===== config.mk =====
export PLATFORM = sky130hd
export DESIGN_NAME = vh_sig_compactor
export DESIGN_NICKNAME = d
export VERILOG_FILES = /design/src/rtl/vh_pkg.sv /design/src/rtl/vh_misr_step.sv /design/src/rtl/vh_sig_compactor.sv
export SDC_FILE = /design/constraint.sdc
export NUM_CORES = 1
export LEC_CHECK = 0
export ABC_AREA = 0
export BUFFER_PORTS_ARGS = -buffer_cell sky130_fd_sc_hd__buf_2
export CAP_MARGIN = 20
export CORE_UTILIZATION = 45
export CTS_CLUSTER_SIZE = 40
export DETAILED_ROUTE_END_ITERATION = 10
export MAX_ROUTING_LAYER = met4
export PLACE_DENSITY_LB_ADDON = 0.05
export SETUP_SLACK_MARGIN = 0.05
export SLEW_MARGIN = 20
export SYNTH_ARGS = -nofsm -noshare
export SYNTH_HDL_FRONTEND = slang
export SYNTH_SLANG_ARGS = --single-unit

===== constraint.sdc =====
create_clock -name clk -period 5.95 [get_ports clk]
set_clock_uncertainty 0.1 [all_clocks]
set_input_delay 0 -clock clk [delete_from_list [all_inputs] [get_ports clk]]
set_output_delay 0 -clock clk [all_outputs]
set_load 0.005 [all_outputs]

===== src/rtl/vh_pkg.sv =====
// vh_pkg: shared definitions for the vloghammer signature compactor and
// related checkers.
//   state_e  : compactor FSM states
//   SIG_W    : signature width
//   POLY     : default MISR feedback polynomial
//   SIG_SEED : signature value at the start of every run (all ones)
package vh_pkg;

  localparam int unsigned SIG_W = 32;
  localparam logic [SIG_W-1:0] POLY = 32'h04C11DB7;
  localparam logic [SIG_W-1:0] SIG_SEED = '1;

  typedef enum logic [1:0] {
    ST_IDLE  = 2'd0,
    ST_RUN   = 2'd1,
    ST_DRAIN = 2'd2,
    ST_DONE  = 2'd3
  } state_e;

endpackage


===== src/rtl/vh_misr_step.sv =====
// vh_misr_step: combinational MISR step. Folds a Y_W-bit vector into one
// SIG_W-bit word by zero-extending it to a whole number of words and XORing
// the words together, then advances the signature by one Galois shift.
// Ports:
//   sig      in  SIG_W  current signature
//   y        in  Y_W    vector to absorb
//   next_sig out SIG_W  signature after absorbing y
module vh_misr_step #(
  parameter int unsigned Y_W   = 90,
  parameter int unsigned SIG_W = 32,
  parameter logic [SIG_W-1:0] POLY = 32'h04C11DB7
) (
  input  logic [SIG_W-1:0] sig,
  input  logic [Y_W-1:0]   y,
  output logic [SIG_W-1:0] next_sig
);

  localparam int unsigned NW = (Y_W + SIG_W - 1) / SIG_W;

  logic [NW*SIG_W-1:0] y_ext;
  logic [SIG_W-1:0]    fold;

  // Bit i aliases with bits i+SIG_W, i+2*SIG_W, ... by design: the fold only
  // has to be sensitive to every input bit, not injective.
  always_comb begin
    // NOTE: every variable assigned in always_comb gets a value first on every
    // path, otherwise synthesis infers a latch to hold the old value.
    y_ext = '0;
    y_ext[Y_W-1:0] = y;
    fold = '0;
    for (int i = 0; i < int'(NW); i++) begin
      fold = fold ^ y_ext[i*SIG_W +: SIG_W];
    end
    next_sig = {sig[SIG_W-2:0], 1'b0} ^ (sig[SIG_W-1] ? POLY : '0) ^ fold;
  end

endmodule


===== src/rtl/vh_sig_compactor.sv =====
// vh_sig_compactor: capture stage for expression_* blocks. Absorbs num_vec
// result vectors into a MISR signature and compares it with exp_sig.
// Ports:
//   clk, rst_n       clock, asynchronous active-low reset
//   start            one-cycle pulse; starts a run from IDLE or DONE
//   num_vec, exp_sig run length and expected signature, sampled at start
//   in_valid/in_ready/in_y  vector input handshake
//   busy             run in progress (RUN or DRAIN)
//   done, pass       run complete; pass = (sig == exp_sig), held until start
//   sig              current signature
//   vec_cnt          vectors accepted in this run
module vh_sig_compactor
  import vh_pkg::*;
#(
  parameter int unsigned Y_W   = 90,
  parameter int unsigned SIG_W = vh_pkg::SIG_W,
  parameter logic [SIG_W-1:0] POLY = vh_pkg::POLY,
  parameter int unsigned CNT_W = 16
) (
  input  logic             clk,
  input  logic             rst_n,
  input  logic             start,
  input  logic [CNT_W-1:0] num_vec,
  input  logic [SIG_W-1:0] exp_sig,
  input  logic             in_valid,
  output logic             in_ready,
  input  logic [Y_W-1:0]   in_y,
  output logic             busy,
  output logic             done,
  output logic             pass,
  output logic [SIG_W-1:0] sig,
  output logic [CNT_W-1:0] vec_cnt
);

  localparam logic [SIG_W-1:0] SEED = {SIG_W{1'b1}};

  state_e           state_q, state_d;
  logic [CNT_W-1:0] num_vec_q;
  logic [SIG_W-1:0] exp_sig_q;
  logic [SIG_W-1:0] sig_q;
  logic [CNT_W-1:0] vec_cnt_q;
  logic             pass_q;
  logic [Y_W-1:0]   hold_y;
  logic             hold_valid;
  logic [SIG_W-1:0] sig_step;

  logic start_ok;
  logic xfer;
  logic last_xfer;

  assign start_ok  = start && (state_q == ST_IDLE || state_q == ST_DONE);
  assign xfer      = in_valid && in_ready;
  assign last_xfer = xfer && (vec_cnt_q == num_vec_q - CNT_W'(1));

  vh_misr_step #(
    .Y_W  (Y_W),
    .SIG_W(SIG_W),
    .POLY (POLY)
  ) u_step (
    .sig     (sig_q),
    .y       (hold_y),
    .next_sig(sig_step)
  );

  // State register.
  always_ff @(posedge clk or negedge rst_n) begin
    // NOTE: sequential blocks use non-blocking (<=) so every flop samples the
    // pre-edge values regardless of statement order.
    if (!rst_n) state_q <= ST_IDLE;
    else        state_q <= state_d;
  end

  // Next state and state-decoded outputs.
  always_comb begin
    state_d  = state_q;
    in_ready = 1'b0;
    busy     = 1'b0;
    done     = 1'b0;
    unique case (state_q)
      ST_IDLE: begin
        if (start_ok) state_d = (num_vec == '0) ? ST_DONE : ST_RUN;
      end
      ST_RUN: begin
        in_ready = 1'b1;
        busy     = 1'b1;
        if (last_xfer) state_d = ST_DRAIN;
      end
      ST_DRAIN: begin
        busy    = 1'b1;
        state_d = ST_DONE;
      end
      ST_DONE: begin
        done = 1'b1;
        if (start_ok) state_d = (num_vec == '0) ? ST_DONE : ST_RUN;
      end
      default: state_d = ST_IDLE;
    endcase
  end

  // Run configuration, counters, signature and verdict.
  always_ff @(posedge clk or negedge rst_n) begin
    if (!rst_n) begin
      num_vec_q  <= '0;
      exp_sig_q  <= '0;
      sig_q      <= '0;
      vec_cnt_q  <= '0;
      pass_q     <= 1'b0;
      hold_valid <= 1'b0;
    end else if (start_ok) begin
      num_vec_q  <= num_vec;
      exp_sig_q  <= exp_sig;
      sig_q      <= SEED;
      vec_cnt_q  <= '0;
      hold_valid <= 1'b0;
      // An empty run enters DONE immediately, so its verdict is formed now.
      pass_q     <= (num_vec == '0) && (exp_sig == SEED);
    end else begin
      hold_valid <= xfer;
      if (xfer)       vec_cnt_q <= vec_cnt_q + CNT_W'(1);
      if (hold_valid) sig_q     <= sig_step;
      // DRAIN always holds the final vector; judge the signature it produces.
      if (state_q == ST_DRAIN) pass_q <= (sig_step == exp_sig_q);
    end
  end

  // NOTE: the hold data register has no reset; hold_valid qualifies it, so
  // its contents after reset never reach sig.
  always_ff @(posedge clk) begin
    if (xfer) hold_y <= in_y;
  end

  assign sig     = sig_q;
  assign vec_cnt = vec_cnt_q;
  assign pass    = pass_q;

endmodule


# After elaboration in Yosys (flattened, before gate mapping)

Cells that the tools add are included.

Add/subtract/negate cells: 2
Equality and inequality tests: 8
Mux-type cells: 15
Bitwise logic cells: 4
Reduce and logical (&&, ||, !) cells: 13

Operators with widths:

| kind                                                                  | count |
|---|---|
| 32-bit XOR                                                            | 3 |
| 32-bit 2-to-1 mux                                                     | 2 |
| 32-bit == test                                                        | 1 |
| 32-bit == test (second input constant)                                | 1 |
| 16-bit 2-to-1 mux                                                     | 2 |
| 32-bit by 26-bit XOR with 32-bit output                               | 1 |
| 27-bit 2-to-1 mux                                                     | 1 |
| 16-bit by 1-bit adder with 16-bit output (second input constant)      | 1 |
| 16-bit == test                                                        | 1 |
| 16-bit logical NOT                                                    | 1 |
| 16-bit by 1-bit subtractor with 16-bit output (second input constant) | 1 |
| 1-bit 2-to-1 mux                                                      | 6 |
| 2-bit 2-to-1 mux                                                      | 3 |
| 2-bit one-hot mux with 3 select lines                                 | 1 |
| 2-bit nonzero test                                                    | 3 |
| 2-bit == test (second input constant)                                 | 2 |
| 1-bit logical AND                                                     | 4 |
| 2-bit OR reduction                                                    | 2 |
| 2-bit by 1-bit == test with 1-bit output (second input constant)      | 1 |
| 2-bit logical NOT                                                     | 1 |
| 2-bit by 1-bit != test with 1-bit output (second input constant)      | 1 |
| 2-bit != test (second input constant)                                 | 1 |
| 2-bit AND reduction                                                   | 1 |
| 1-bit logical OR                                                      | 1 |

Flip-flop bits (word level): 190
Output and inout bits: 52
Word-level logic and storage cells: 50

# Logic depth before layout (Yosys ltp)

Gate-level depths: netlist of run 1.

Depth after elaboration: 6
Gate-level depth with buffers: 10

# Cells and area by module

From an unflattened synthesis of run 1, not the netlist that was laid out.

Cell total of the unflattened synthesis: 722
Area total of the unflattened synthesis: 8712.1 um2

Modules (own cells, without submodules):

| module           | times used | cells each | area each (um2) | sequential area each (um2) |
|---|---|---|---|---|
| vh_sig_compactor | 1          | 630        | 7723.7          | 5205.0 |
| vh_misr_step     | 1          | 92         | 988.4           | 0.0 |

# Least setup slack after synthesis of run 1

Ideal clock, no wire load.

Path type: register to register
Start point: register state_q[1]
End point: register vec_cnt_q[15], in the netlist vec_cnt[15]
Library setup time: 0.132 ns
Data arrival time: 2.768 ns
Data required time: 5.718 ns
Slack: 2.950 ns
Cell stages (with the launch flop): 11
Path buffers: 1
Clock period less this slack: 3.000 ns
Cell sequence: dfrtp_1 inv_1 ha_1 nand2_1 inv_2 and4_1 clkbuf_1 and3_1 nand4_1 xor2_1 nor2_1

Word-level cells in the longest chain between the ends: 4

Ends and longest elaborated chain:

| item                                     | RTL line                | RTL |
|---|---|---|
| start, declared                          | vh_sig_compactor.sv:37  | `state_e state_q, state_d;` |
| start signal, assigned                   | vh_sig_compactor.sv:70  | `else state_q <= state_d;` |
| 2-bit by 1-bit == test with 1-bit output | vh_sig_compactor.sv:79  | `unique case (state_q)` |
| 1-bit 2-to-1 mux                         | vh_sig_compactor.sv:79  |  |
| via in_ready                             | vh_sig_compactor.sv:26  | `output logic in_ready,` |
| 1-bit logical AND                        | vh_sig_compactor.sv:52  | `assign xfer = in_valid && in_ready;` |
| via xfer                                 | vh_sig_compactor.sv:48  | `logic xfer;` |
| 2-bit nonzero test (no line)             | n/a                     |  |
| end signal, assigned                     | vh_sig_compactor.sv:119 | `if (xfer) vec_cnt_q <= vec_cnt_q + CNT_W'(1);` |
| end, declared                            | vh_sig_compactor.sv:41  | `logic [CNT_W-1:0] vec_cnt_q;` |

The timed path passes the listed nets, and every way through them passes these cells.
A chain may end at the register's enable or synchronous reset.

# Final worst setup path of run 1

Start point: register num_vec_q[0]
End point: register state_q[0]

Word-level cells in the longest chain between the ends: 5

Ends and longest elaborated chain:

| item                                          | RTL line                | RTL |
|---|---|---|
| start, declared                               | vh_sig_compactor.sv:38  | `logic [CNT_W-1:0] num_vec_q;` |
| start signal, assigned                        | vh_sig_compactor.sv:110 | `num_vec_q <= num_vec;` |
| 16-bit by 1-bit subtractor with 16-bit output | vh_sig_compactor.sv:53  | `assign last_xfer = xfer && (vec_cnt_q == num_vec_q - CNT_W'(1));` |
| 16-bit == test                                | vh_sig_compactor.sv:53  |  |
| 1-bit logical AND                             | vh_sig_compactor.sv:53  |  |
| 2-bit != test (no line)                       | n/a                     |  |
| 2-bit AND reduction (no line)                 | n/a                     |  |

Every way passes these cells.

==> results_dict.tcl, run 1 <==
set metrics [dict create \
    slew_violations 0 \
    hold_class "in -> reg" \
    antenna_found_initial 0 \
    syn_inst 771 \
    wire_per_inst_um 16.3 \
    rsz0062_at_grt "false" \
    die_area_um2 20000 \
    gr-usage-all-layers_pct 24.5 \
    setup-violations-final 0 \
    yosysSeqAreaShare_pct 59.5 \
    synth_compound_area_share_pct 3.29 \
    syn-num-nets 918 \
    cts_tree "built" \
    status "complete, no violations" \
    clockBufferDepth 2 \
    via_count 6698 \
    drt-pass1-iter-count 4 \
    max_slew_margin_pct 33.0 \
    drcViolationCount 0 \
    clk_pin_slew_ns 0.07 \
    r2r_setup_slack_ns 3.23 \
    synthMuxAreaShare_pct 1.97 \
    crit_type "reg -> reg" \
    drtIter0Drc 338 \
    boundaryPins 194 \
    drtAntennaViolNets 0 \
    grt_pass1_vias 6938 \
    grt_overflow 0 \
    post_cts_buffers 0 \
    cts_resized 0 \
    maxCapViolCount 0 \
    critPathRequiredTime_ns 6.16 \
    tritoncts.num_buffers 17 \
    gp_congestion 0.857 \
    synth_cell_types 54 \
    nNetsFinal 1249 \
    synth-edff-count 90 \
    antennaDiodeCount 0 \
    vdd_ir_drop_max_mv 0.266 \
    post-route-period-util_pct 45.6 \
    avgSynthCellArea_um2 11.3 \
    crit_path_end_kind "flip-flop" \
    fin_area_um2 12000 \
    totalWireLength_um 22500 \
    syn_to_final_growth_pct 37.0 \
    dp_hpwl_um 14900 \
    arrival_ns 2.93 \
    fp.dieW_um 141 \
    yosys.area_share.simple_pct 16.6 \
    grt_max_degree 81 \
    powerDensity_nw_per_um2 434 \
    placed_area_um2 9970 \
    cpPeakStageDelay_ns 0.53 \
    startpoint_type "flip-flop" \
    max_freq_ghz 0.368 \
    leakage_nw 5.06 \
    core_area_um2 18900 \
    fin_crit_ns 2.72 \
    viasPerCell 4.87 \
    tns_ns 0 \
    synth_top_family_by_area "simple AND/OR/NAND/NOR gates" \
    synth-seq-cells 190 \
    worst_slew_pin_slew_ns 1.01 \
    multi_input_area_um2 3420 \
    synthFlopType "dfrtp_1" \
    fp.dieH_um 141 \
    root_buffer "clkbuf_16" \
    layout-drive-gt1-share_pct 22.1 \
    yosys.area_share.adder_pct 0.715 \
    grt_pass1_wl_um 36000 \
    cts_sinks 190 \
    synth-xor-area-share_pct 16.4 \
    synth_area_um2 8750 \
    cts_htree_levels 4 \
    crit_fanout 5 \
    initial_core_util_pct 46.3 \
    clk_latency_ns 0.44 \
    regArea_um2 5210 \
    nFillCells 1539 \
    cp_cell_sequence "inv_1, ha_1, or4b_4, nor3_2, xnor2_1, a2111oi_2, and4_1, nand4_2, a21o_1" \
    crit_slowest_cell "or4b_4" \
    async_flop_share_pct 52.6 \
    yosys_warnings 0 \
    port_buffers 193 \
    finalHoldViolCount 0 \
    num_rows 50 \
]
## layout make-up
class | instances | share of cell area [%]
Multi-Input combinational cell | 548 | 28.5
Clock inverter | 13 | 1.21
Tap cell | 260 | 2.71
Inverter | 6 | 0.209
Sequential cell | 190 | 43.4
Clock buffer | 19 | 3.61
Timing Repair Buffer | 339 | 20.3
## path summary, 6_finish.rpt
check                              start  depth (start not counted)       endpoint
max                         num_vec_q[0]                          9     state_q[0]
max reg2reg                 num_vec_q[0]                          9     state_q[0]
min in group asynchronous          rst_n                          3         sig[1]
max in group asynchronous          rst_n                          4   exp_sig_q[8]
min reg2reg                exp_sig_q[30]                          2  exp_sig_q[30]
min                             in_y[22]                          2     hold_y[22]
## routing by layer
metal  wire length, µm  track usage (%)  up-vias
met5                 0                -        -
met4               225             6.00        0
met3               928             4.66       18
met1              9910             30.6     3240
met2             11400             41.3      174
li1                  -                -     3266
## registers in the layout, summed over array words and instances, names as in the netlist
name and count:
sig 32, num_vec_q 16, state_q 2, hold_valid 1
exp_sig_q 32, hold_y 90, vec_cnt 16, pass 1
## stage by stage
stage	cells	setup slack, ns	power (mW)	hold WS, ns	util, %
2_1_floorplan	771	2.95	3.46	-0.396	-
3_3_place_gp	1200	3.30	4.02	-0.0940	52.8
3_5_place_dp	1200	3.24	4.05	-0.0902	52.8
4_1_cts	1375	3.22	5.25	0.143	63.4
5_1_grt	1375	3.10	5.56	0.155	63.4
6_report	1375	3.23	5.20	0.168	63.4
## synthesized netlist by cell type (2+ instances only)
| cell type | number | area [µm²] |
|---|---|---|
| nand2_1 | 209 | 785 |
| xnor2_1 | 106 | 928 |
| dfrtp_1 | 100 | 2500 |
| edfxtp_1 | 90 | 2700 |
| xor2_1 | 58 | 508 |
| nor2_1 | 31 | 116 |
| o21ai_0 | 27 | 135 |
| clkbuf_1 | 22 | 82.6 |
| nand4_1 | 18 | 113 |
| mux2i_1 | 15 | 150 |
| nor4_1 | 10 | 62.6 |
| nand3_1 | 9 | 45.0 |
| a21oi_1 | 7 | 35.0 |
| ha_1 | 5 | 62.6 |
| inv_1 | 5 | 18.8 |
| and3_1 | 4 | 25.0 |
| a211oi_1 | 3 | 22.5 |
| and4_1 | 3 | 26.3 |
| nand3b_1 | 3 | 22.5 |
| nor2b_1 | 3 | 18.8 |
| or3_1 | 3 | 18.8 |
| and2_1 | 2 | 12.5 |
| buf_1 | 2 | 7.51 |
| buf_2 | 2 | 10.0 |
| mux2_1 | 2 | 22.5 |
| nor3_1 | 2 | 10.0 |
| o211ai_2 | 2 | 25.0 |
| or4b_4 | 2 | 27.5 |
## timing repair
item | CTS | global route
setup endpoints to repair | 0 | 0
hold endpoints to repair | 180 | 0
hold buffers | 143 | 0
## critical path: cells and delay by family, from the launching register on
| family | cells | cell delay, ns |
|---|---|---|
| compound gates | 2 | 0.52 |
| xor+xnor | 1 | 0.11 |
| fa+ha+maj | 1 | 0.23 |
| buf+inv | 1 | 0.11 |
| flops | 1 | 0.44 |
| simple gates | 4 | 1.09 |
## cell usage in the layout, fill, tap and decap left out, types with 17 or more instances in the layout
cell           instances
dlygate4sd3_1        142
edfxtp_1              90
clkbuf_16             17
nand4_1               18
nand2_1              208
buf_2                192
nor2_1                31
dfrtp_1               99
xor2_1                58
xnor2_1              106
o21ai_0               27
## kinds of logic (layout without fill, tap and decap cells)
logic type / after synthesis / after routing
compound gates: 47 / 47
xor+xnor: 164 / 164
fa+ha+maj: 5 / 5
buf+inv: 33 / 377
flops: 190 / 190
mux: 17 / 17
simple gates: 315 / 315
## report_power, final
group	internal, mW	total (mW)	switching, mW
clock network	0.561	1.12	0.557
registers	1.78	2.14	0.364
logic	0.904	1.94	1.04
total	3.24	5.20	1.96
Power figures use the tool's default switching activity.
==> inputs of run 2 (changes only) <==
==> constraint.sdc (replaced) <==
create_clock -name clk -period 2.55 [get_ports clk]
set_clock_uncertainty 0.1 [all_clocks]
set_input_delay 0 -clock clk [delete_from_list [all_inputs] [get_ports clk]]
set_output_delay 0 -clock clk [all_outputs]
set_load 0.005 [all_outputs]
==> run 2 against run 1 <==
First-iteration DRC count shrank 3.0%. Flip-flop and latch count is the same. Maximum frequency grew 11%. Utilization grew 1.3 points. Clock power grew 140%. Critical path depth shrank 1. Sequential share of layout area shrank 0.84 points. Sequential power grew 130%. Die area is the same. Routed wire length grew 1.6%. Combinational power grew to 2.5 times the previous value. Critical endpoint unchanged. Final cell count grew 1.5%. Largest power group unchanged.
==> results_dict.tcl, run 2 (synthesized netlist as in run 1, its figures left out) <==
set metrics [dict create \
    fp.dieW_um 141 \
    grt_pass1_wl_um 36700 \
    fp.dieH_um 141 \
    layout_commonest_cell "nand2_1" \
    clk_pin_slew_ns 0.08 \
    p_seq_share_pct 39.3 \
    grt_overflow 0 \
    drt-pass1-iter-count 4 \
    intPower_mw 7.76 \
    p_switching_mw 4.76 \
    die_area_um2 20000 \
    crit_path_end_kind "flip-flop" \
    root_buffer "clkbuf_16" \
    viasPerCell 4.87 \
    fin_crit_ns 2.44 \
    max_slew_margin_pct 33.4 \
    port_buffers 193 \
    stdcell_count 1395 \
    tritoncts.num_buffers 17 \
    regMostFlops "hold_y" \
    grt_pass1_vias 7172 \
    grt_max_degree 60 \
    totalWireLength_um 22800 \
    hold_class "in -> async" \
    initial_core_util_pct 46.3 \
    worst_slew_pin_slew_ns 0.998 \
    wire_per_inst_um 16.4 \
    post-route-util_pct 64.7 \
    antenna_found_initial 0 \
    max_freq_ghz 0.409 \
    layout_setup_ws_ns 0.106 \
    p_clk_share_pct 21.5 \
    drtIter0Drc 328 \
    critPathRequiredTime_ns 2.78 \
    drtAntennaViolNets 0 \
    dpl.cell_count 1216 \
    cts_htree_levels 4 \
    maxCapViolCount 0 \
    fin_area_um2 12200 \
    post-route-period-util_pct 95.9 \
    arrival_ns 2.68 \
    nNetsFinal 1269 \
    whs_ns 0.0170 \
    slew_violations 0 \
    tns_ns 0 \
    cts_sinks 190 \
    largest_reg_flops 90 \
    dp_slack_ns 0.0204 \
    p_sw_share_pct 38.0 \
    clk_latency_ns 0.44 \
    startpoint_type "flip-flop" \
    rsz0062_at_grt "true" \
    status "complete, no violations" \
    crit_fanout 4 \
    num_rows 50 \
    placed_area_um2 10100 \
    finalHoldViolCount 0 \
    layout-drive-gt1-share_pct 23.7 \
    syn_to_final_growth_pct 39.7 \
    clockBufferDepth 2 \
    via_count 6797 \
    gr-usage-all-layers_pct 24.8 \
    cts_tree "built" \
    finalPower_mw 12.5 \
    leakage_nw 5.18 \
    drcViolationCount 0 \
    setup-violations-final 0 \
    boundaryPins 194 \
    gp_congestion 0.867 \
    vdd_ir_drop_max_mv 0.522 \
    final_cell_mix "208 x nand2_1, 192 x buf_2, 146 x dlygate4sd3_1" \
    core_area_um2 18900 \
    crit_type "reg -> reg" \
    powerDensity_nw_per_um2 1020 \
    antennaDiodeCount 0 \
    nFillCells 1515 \
    dp_hpwl_um 15700 \
    combinationalPowerShare_pct 39.2 \
]
## run 2: cell count changes in the layout (fill, tap and decap cells not counted), moves of 2 or more
cell           delta
nor4_4            +2
dlygate4sd3_1     +4
inv_8             +3
inv_6             -2
buf_4            +15
## run 2: final timing paths
check / endpoint / slack [ns] / from / cells after the start
min in group clk: hold_y[78] / 0.16 / in_y[78] / 2
setup / recovery: state_q[0] / 0.11 / num_vec_q[1] / 8
hold / removal: vec_cnt[4] / 0.02 / rst_n / 3
setup reg to reg: state_q[0] / 0.11 / num_vec_q[1] / 8
max in group asynchronous: num_vec_q[12] / 1.25 / rst_n / 3
hold reg to reg: exp_sig_q[17] / 0.40 / exp_sig_q[17] / 2
## run 2: repair_timing
item | 4_1_cts | 5_1_grt
pin swaps | 2 | 2
cloned | 0 | 0
resized for setup | 1 | 9
hold buffers | 146 | 0
setup endpoints to repair | 1 | 2
endpoints found under the hold margin | 251 | 0
buffers inserted | 0 | 1
## run 2: final cells by class
| cell class | count | area, µm² | share of cell area [%] |
|---|---|---|---|
| clock buffer | 18 | 429 | 3.51 |
| inverter | 6 | 27.5 | 0.225 |
| clock inverter | 14 | 168 | 1.37 |
| tap | 260 | 325 | 2.66 |
| sequential | 190 | 5210 | 42.6 |
| timing repair buffer | 359 | 2600 | 21.2 |
| multi-input combinational | 548 | 3470 | 28.4 |
## run 2: critical path, stage by stage, from the launching register on
cell	delay, ns
dfrtp_1	0.40
inv_1	0.08
ha_2	0.17
or4b_4	0.51
nand2b_4	0.18
or4b_4	0.52
o211ai_2	0.08
nand4_2	0.10
a21o_1	0.19
## run 2: power groups by stage
stage	Combinational, mW	Clock (mW)	Sequential, mW
finish	4.91	2.69	4.92
CTS	4.88	2.73	4.93
global route	5.45	2.85	5.05
detailed placement	4.62	0	4.99
floorplan	3.33	0	4.75
global placement	4.56	0	4.94
## run 2: per-layer routing
metal	track usage [%]	vias to the layer above	part of all wire, %
met5	-	-	0
met4	7.41	0	1.7
met3	5.26	25	4.8
met2	41.1	195	50
met1	30.5	3275	44
li1	-	3302	-
